$ cat src/rtl/alu_uart_ctrl.sv
// UART-side controller for an external combinational ALU: collects operand A, operand B and an
// opcode byte-by-byte (LSB first), captures the ALU result and streams it back out byte-by-byte.
module alu_uart_ctrl #(
  parameter int NB_DATA = 8,
  parameter int NB_OPS  = 6,
  parameter int NB_RES  = NB_DATA + 1
) (
  input  logic              i_clk,
  input  logic              i_rst_n,
  input  logic [7:0]        i_rx_data,
  input  logic              i_rx_done,
  input  logic              i_tx_done,
  input  logic [NB_RES-1:0] i_alu_res,
  output logic [NB_DATA-1:0] o_data_a,
  output logic [NB_DATA-1:0] o_data_b,
  output logic [NB_OPS-1:0]  o_ops,
  output logic [7:0]         o_tx_data,
  output logic               o_tx_start,
  output logic               o_valid,
  output logic               o_busy,
  output logic               o_overrun
);

  localparam int NBY_D = (NB_DATA + 7) / 8;
  localparam int NBY_R = (NB_RES + 7) / 8;
  localparam int CNT_W = 3;

  typedef enum logic [2:0] {
    S_RX_A,
    S_RX_B,
    S_RX_OP,
    S_EXEC,
    S_TX_SEND,
    S_TX_WAIT
  } state_t;

  state_t               state, state_next;
  logic [CNT_W-1:0]     cnt;
  logic [8*NBY_R-1:0]   res;
  logic                 last_d;
  logic                 last_r;

  assign last_d = (cnt == CNT_W'(NBY_D - 1));
  assign last_r = (cnt == CNT_W'(NBY_R - 1));
  assign o_busy = (state == S_EXEC) || (state == S_TX_SEND) || (state == S_TX_WAIT);

  // NOTE: sequential state uses non-blocking assignments so every register samples pre-edge values.
  always_ff @(posedge i_clk) begin
    if (!i_rst_n) state <= S_RX_A;
    else          state <= state_next;
  end

  // NOTE: default first so no path through the case leaves state_next unassigned (no latch).
  always_comb begin
    state_next = state;
    case (state)
      S_RX_A:    if (i_rx_done && last_d) state_next = S_RX_B;
      S_RX_B:    if (i_rx_done && last_d) state_next = S_RX_OP;
      S_RX_OP:   if (i_rx_done) state_next = S_EXEC;
      S_EXEC:    state_next = S_TX_SEND;
      S_TX_SEND: state_next = S_TX_WAIT;
      S_TX_WAIT: if (i_tx_done) state_next = last_r ? S_RX_A : S_TX_SEND;
      default:   state_next = S_RX_A;
    endcase
  end

  always_ff @(posedge i_clk) begin
    if (!i_rst_n) begin
      cnt        <= '0;
      res        <= '0;
      o_data_a   <= '0;
      o_data_b   <= '0;
      o_ops      <= '0;
      o_tx_data  <= '0;
      o_tx_start <= 1'b0;
      o_valid    <= 1'b0;
      o_overrun  <= 1'b0;
    end else begin
      o_valid    <= 1'b0;
      o_tx_start <= 1'b0;
      if (i_rx_done && o_busy) o_overrun <= 1'b1;
      case (state)
        S_RX_A: if (i_rx_done) begin
          // Only bits that exist in the field are written; excess bits of the top byte fall away.
          for (int i = 0; i < NB_DATA; i++)
            if (i / 8 == int'(cnt)) o_data_a[i] <= i_rx_data[i % 8];
          cnt <= last_d ? '0 : cnt + 1'b1;
        end
        S_RX_B: if (i_rx_done) begin
          for (int i = 0; i < NB_DATA; i++)
            if (i / 8 == int'(cnt)) o_data_b[i] <= i_rx_data[i % 8];
          cnt <= last_d ? '0 : cnt + 1'b1;
        end
        S_RX_OP: if (i_rx_done) o_ops <= i_rx_data[NB_OPS-1:0];
        S_EXEC: begin
          res     <= (8*NBY_R)'(i_alu_res);
          o_valid <= 1'b1;
        end
        S_TX_SEND: begin
          o_tx_start <= 1'b1;
          o_tx_data  <= res[8*cnt +: 8];
        end
        S_TX_WAIT: if (i_tx_done) cnt <= last_r ? '0 : cnt + 1'b1;
        default: ;
      endcase
    end
  end

endmodule

$ cat config.mk
export PLATFORM = sky130hd
export DESIGN_NAME = alu_uart_ctrl
export DESIGN_NICKNAME = d
export VERILOG_FILES = /design/src/rtl/alu_uart_ctrl.sv
export SDC_FILE = /design/constraint.sdc
export NUM_CORES = 1
export LEC_CHECK = 0
export BUFFER_PORTS_ARGS = -buffer_cell sky130_fd_sc_hd__clkbuf_2
export CAP_MARGIN = 20
export CORE_MARGIN = 2
export CORE_UTILIZATION = 51
export CTS_CLUSTER_DIAMETER = 50
export CTS_CLUSTER_SIZE = 16
export DETAILED_ROUTE_END_ITERATION = 12
export PLACE_DENSITY = 0.9
export SLEW_MARGIN = 5
export SYNTH_ARGS = -nofsm -noshare
export SYNTH_HDL_FRONTEND = slang
export SYNTH_SLANG_ARGS = --single-unit
export TNS_END_PERCENT = 5
$ cat constraint.sdc
create_clock -name i_clk -period 1.9 [get_ports i_clk]
set_clock_uncertainty 0.05 [all_clocks]
set_input_delay 0.095 -clock i_clk [delete_from_list [all_inputs] [get_ports i_clk]]
set_output_delay 0.095 -clock i_clk [all_outputs]
set_load 0.1 [all_outputs]
Yosys cells after proc, flatten, opt, wreduce, memory -nomap -nowiden. Cells that the tools add are included.

Add/subtract/negate cells: 1. Shift-type cells: 1. Reductions and logical operators: 14. Mux-type cells: 13. Equality and inequality tests: 11.

Operator list (count): $mux W3 (9); $pmux W3 S6 (1); $shiftx A16 B7 Y8 (1); $logic_not A3 Y1 (3); $reduce_and A3 Y1 (3); $ne A2 B2 Y1 const B (4); $eq A3 B1 Y1 const B (2); $eq A3 B2 Y1 const B (2); $eq A3 B3 Y1 const B (2); $pmux W3 S2 (1); $reduce_and A4 Y1 (1); $add A3 B1 Y3 const B (1); $logic_and A1 B1 Y1 (2); $logic_or A1 B1 Y1 (2); $mux W1 (2); $ne A2 B1 Y1 const B (1); $reduce_and A2 Y1 (1); $reduce_bool A2 Y1 (1); $reduce_or A2 Y1 (1).

Bits in registers: 48. Input port bits: 21. Output and inout bits: 34. Word-level logic and storage cells: 50.

Logic depth before layout (Yosys ltp).
Depth after elaboration: 4. Depth in mapped cells: 7. Gate-level depth less buffers: 5.

Worst setup path after synthesis. Ideal clock, no wire load.

Path type: flip-flop to output port. Start: register state[1]. End: output port o_busy. Data required time: 1755 ps. Slack: 230 ps. Stages on the path, launching flop included: 5. Buffers on the path: 2. Arrival time: 1525 ps. Cell sequence: dfxtp_1 -> buf_4 -> nand3b_2 -> buf_4 -> nand2_1.

Longest elaborated chain between the ends: 3. Elaborated cells between the ends (all ways): 5.

Ends and longest elaborated chain: from (decl) (RTL line 37) `state_t state, state_next;`; from (signal assigned) (RTL line 50) `else state <= state_next;`; $eq A3 B2 Y1 / $eq A3 B3 Y1 (equally long branches) (RTL line 45) `assign o_busy = (state == S_EXEC) || (state == S_TX_SEND) || (state == S_TX_WAIT);`; $logic_or A1 B1 Y1 (RTL line 45); $logic_or A1 B1 Y1 * (RTL line 45); to (decl) (RTL line 20) `output logic o_busy,`.

Mark *: on every way between the ends. The rest lies on a longest branch, timed or not.

Final worst setup path. Ends and elaborated chain as after synthesis.

==> run_results.csv <==
group,metric,value,unit
outcome,status,"finished clean",
flow_run,cap_violations,0,
routing,wl_met3,347,um
setup_path,crit_start,"state[1]$_SDFFE_PN0P_",
power,peakVddDrop,561,uV
sta,min_period,1700,ps
sta,fin_crit_sh,0.894,
die,pin_count,55,
logic_synthesis,synth_most_common_cell,"dfxtp_1",
clocking,cts.htree.levels,2,
power,p_int,1490,uW
power,swShare,0.323,
power,p_leak,0.00109,uW
final_layout,synthToLayoutAreaGrowth,24.7,%
logic_synthesis,synth_nets,246,
clocking,ctsHoldBuffers,9,
routing,wl_met2,2580,um
setup_path,crit_path_start_kind,"flop",
power,pwr-share-comb,0.217,
logic_synthesis,synth_top_flop_cell,"dfxtp_1",
routing,routed.top_layer,"met4",
sta,finalSetupViolCount,0,
place,pre_cts_ws,335,ps
power,pwr-share-clk,0.291,
setup_path,crit_required,1750,ps
routing,drc,0,
final_layout,antenna_cells,0,
logic_synthesis,synthTopCellsByCount,"dfxtp_1, a21oi_1, nand3_1",
min_path,hold_path.class,"input port to flop",
global_routing,grtUsageTotal,0.246,
setup_path,critical_path_class,"flop to output port",
global_routing,grt_start_max_net_pins,23,
sta,max_freq,589,MHz
place,place.gp.congestion,0.782,
routing,viasPerCell,5.71,
logic_synthesis,synth_edf_count,0,
clocking,cts_root_buffer,"clkbuf_8",
sta,max_slew_margin,0.629,
routing,met1_length,2080,um
clocking,cts.sinks,48,
clocking,numCtsBuffers,5,
power,seq_power_share,0.492,
clocking,cts_tree,"yes",
setup_path,reg2reg_slack,300,ps
global_routing,overflow,0,
power,p_per_area,867,nW/um^2
logic_synthesis,async_flop_share,0,
sta,rsz0062_at_grt,"no",
clocking,clk_latency,300,ps
routing,drt-total-wl,5080,um
final_layout,num-fill-cells,284,
logic_synthesis,syn_area,2030,um^2
sta,tightest_slew,559,ps
sta,finalHoldViolations,0,
logic_synthesis,avgSynthCellArea,9.16,um^2
logic_synthesis,synth_area_leader_cell,"dfxtp_1",
routing,ant_nets,0,
routing,first_iter_violations,151,
global_routing,antenna_found_initial,0,
final_layout,multi_input_area,970,um^2
final_layout,seq_area,961,um^2
sta,setup_tns,0,ps
global_routing,grt_pass1_wl,8310,um
sta,fin_ws,202,ps
setup_path,r2r-start,"state[1]$_SDFFE_PN0P_",
logic_synthesis,seq_area_frac_synth,0.472,
logic_synthesis,synthTopCellsByArea,"dfxtp_1, mux2i_1, a21oi_1, nand3_1, o21ai_0",
routing,via_count,1889,
logic_synthesis,synth-seq-cells,48,
routing,wl_per_cell,15.4,um
place,numPortBuffers,54,
logic_synthesis,syn_inst,222,
clocking,post-cts-setup-buffers,0,
setup_path,worstSetupEndpointType,"output port",
setup_path,r2r_cells,3,
clocking,clk_pin_slew,80,ps
die,num_rows,22,
die,die-area,4510,um^2
die,die_h,67.2,um
setup_path,critPathMaxFanout,17,
die,fp.dieW,67.2,um
global_routing,first_global_vias,1800,
routing,drtPass1Iterations,4,
logic_synthesis,synth_top_area_share,0.472,
power,p_switching,710,uW
die,initial_core_util,0.543,
logic_synthesis,synth_cell_types,43,
die,core_area,3740,um^2
clocking,post_cts_resized,0,
setup_path,worstPathArrival,1550,ps
setup_path,r2r_end,"o_ops[4]$_SDFFE_PN0P_",
final_layout,nets,307,
setup_path,cp-endpoint,"o_busy",
sta,drv_slew,0,
place,dpl.hpwl,3290,um
logic_synthesis,ys_warn_count,0,
clocking,cts_buffer_depth,2,
final_layout,drive_gt1_frac,0.276,
-- area by class of cell --
type / instances / area share
Clock buffer: 7 / 0.0380
Inverter: 5 / 0.00740
Multi-Input combinational cell: 153 / 0.382
Sequential cell: 48 / 0.379
Tap cell: 48 / 0.0237
Timing Repair Buffer: 70 / 0.170
-- placed cells by master, fill, tap and decap left out, types with 2 or more instances in the layout --
master	count
nand3_1	23
or2_2	2
o211ai_1	2
a21oi_1	25
nand4_1	4
nor2_1	18
inv_1	4
mux2i_1	15
o21ai_0	18
o21ai_1	2
dlygate4sd3_1	10
buf_4	6
nor2b_1	3
ha_1	3
nand2b_1	3
o2111ai_1	2
and4bb_2	2
nand2_1	10
clkbuf_2	53
dfxtp_1	48
clkbuf_8	7
-- stage by stage --
step	power, uW	util	hold WS, ps	instance area, um^2	instances
2_1_floorplan	1470	-	189	2030	222
4_1_cts	2200	0.675	0.00411	2530	330
5_1_grt	2280	0.677	22.1	2540	331
3_5_place_dp	1560	0.625	283	2340	314
3_3_place_gp	1550	0.625	274	2340	314
6_report	2200	0.677	14.5	2540	331
-- flip-flops by register name, indices dropped and copies added, names as in the netlist --
signal and count:
o_data_a 8, cnt 3, res 9, o_ops 6
o_valid 1, state 3, o_overrun 1, o_tx_data 8
o_data_b 8, o_tx_start 1
-- critical path: stages, from the launching register on --
cell,delay [ps]
dfxtp_1,670
nand3b_2,230
nand2_1,170
buf_12,180
-- power by group through the flow --
stage / clock network (uW) / registers, uW / logic, uW
2_1_floorplan: 0 / 1300 / 172
3_3_place_gp: 0 / 1100 / 449
3_5_place_dp: 0 / 1110 / 455
4_1_cts: 645 / 1080 / 470
5_1_grt: 683 / 1090 / 505
6_report: 640 / 1080 / 476
-- worst min-delay path by stage --
stage          depth (start not counted)  slack [ps]                  endpoint         start
2_1_floorplan                          2         190       res[0]$_SDFFE_PN0P_  i_alu_res[0]
3_3_place_gp                           3         270       res[3]$_SDFFE_PN0P_  i_alu_res[3]
3_5_place_dp                           3         280       res[5]$_SDFFE_PN0P_  i_alu_res[5]
4_1_cts                                3       0.004  o_data_b[6]$_SDFFE_PN0P_  i_rx_data[6]
5_1_grt                                3          20  o_data_a[0]$_SDFFE_PN0P_  i_rx_data[0]
6_report                               3          10  o_data_b[4]$_SDFFE_PN0P_  i_rx_data[4]
-- per-layer routing --
metal  up-vias  track usage
met5         -            0
met4         0       0.0995
met3         9       0.0567
met2        85        0.413
met1       882        0.305
li1        913            -
-- cells by family (layout without fill, tap and decap cells) --
logic type	after synthesis	in the layout	synth area share
and+or+nand+nor	76	76	0.208
AOI/OAI and AO/OA	57	57	0.163
DFF	48	48	0.472
buffers and inverters	21	82	0.0510
muxes	17	17	0.0867
adders and majority gates	3	3	0.0185
(Power assumes the default switching activity.)
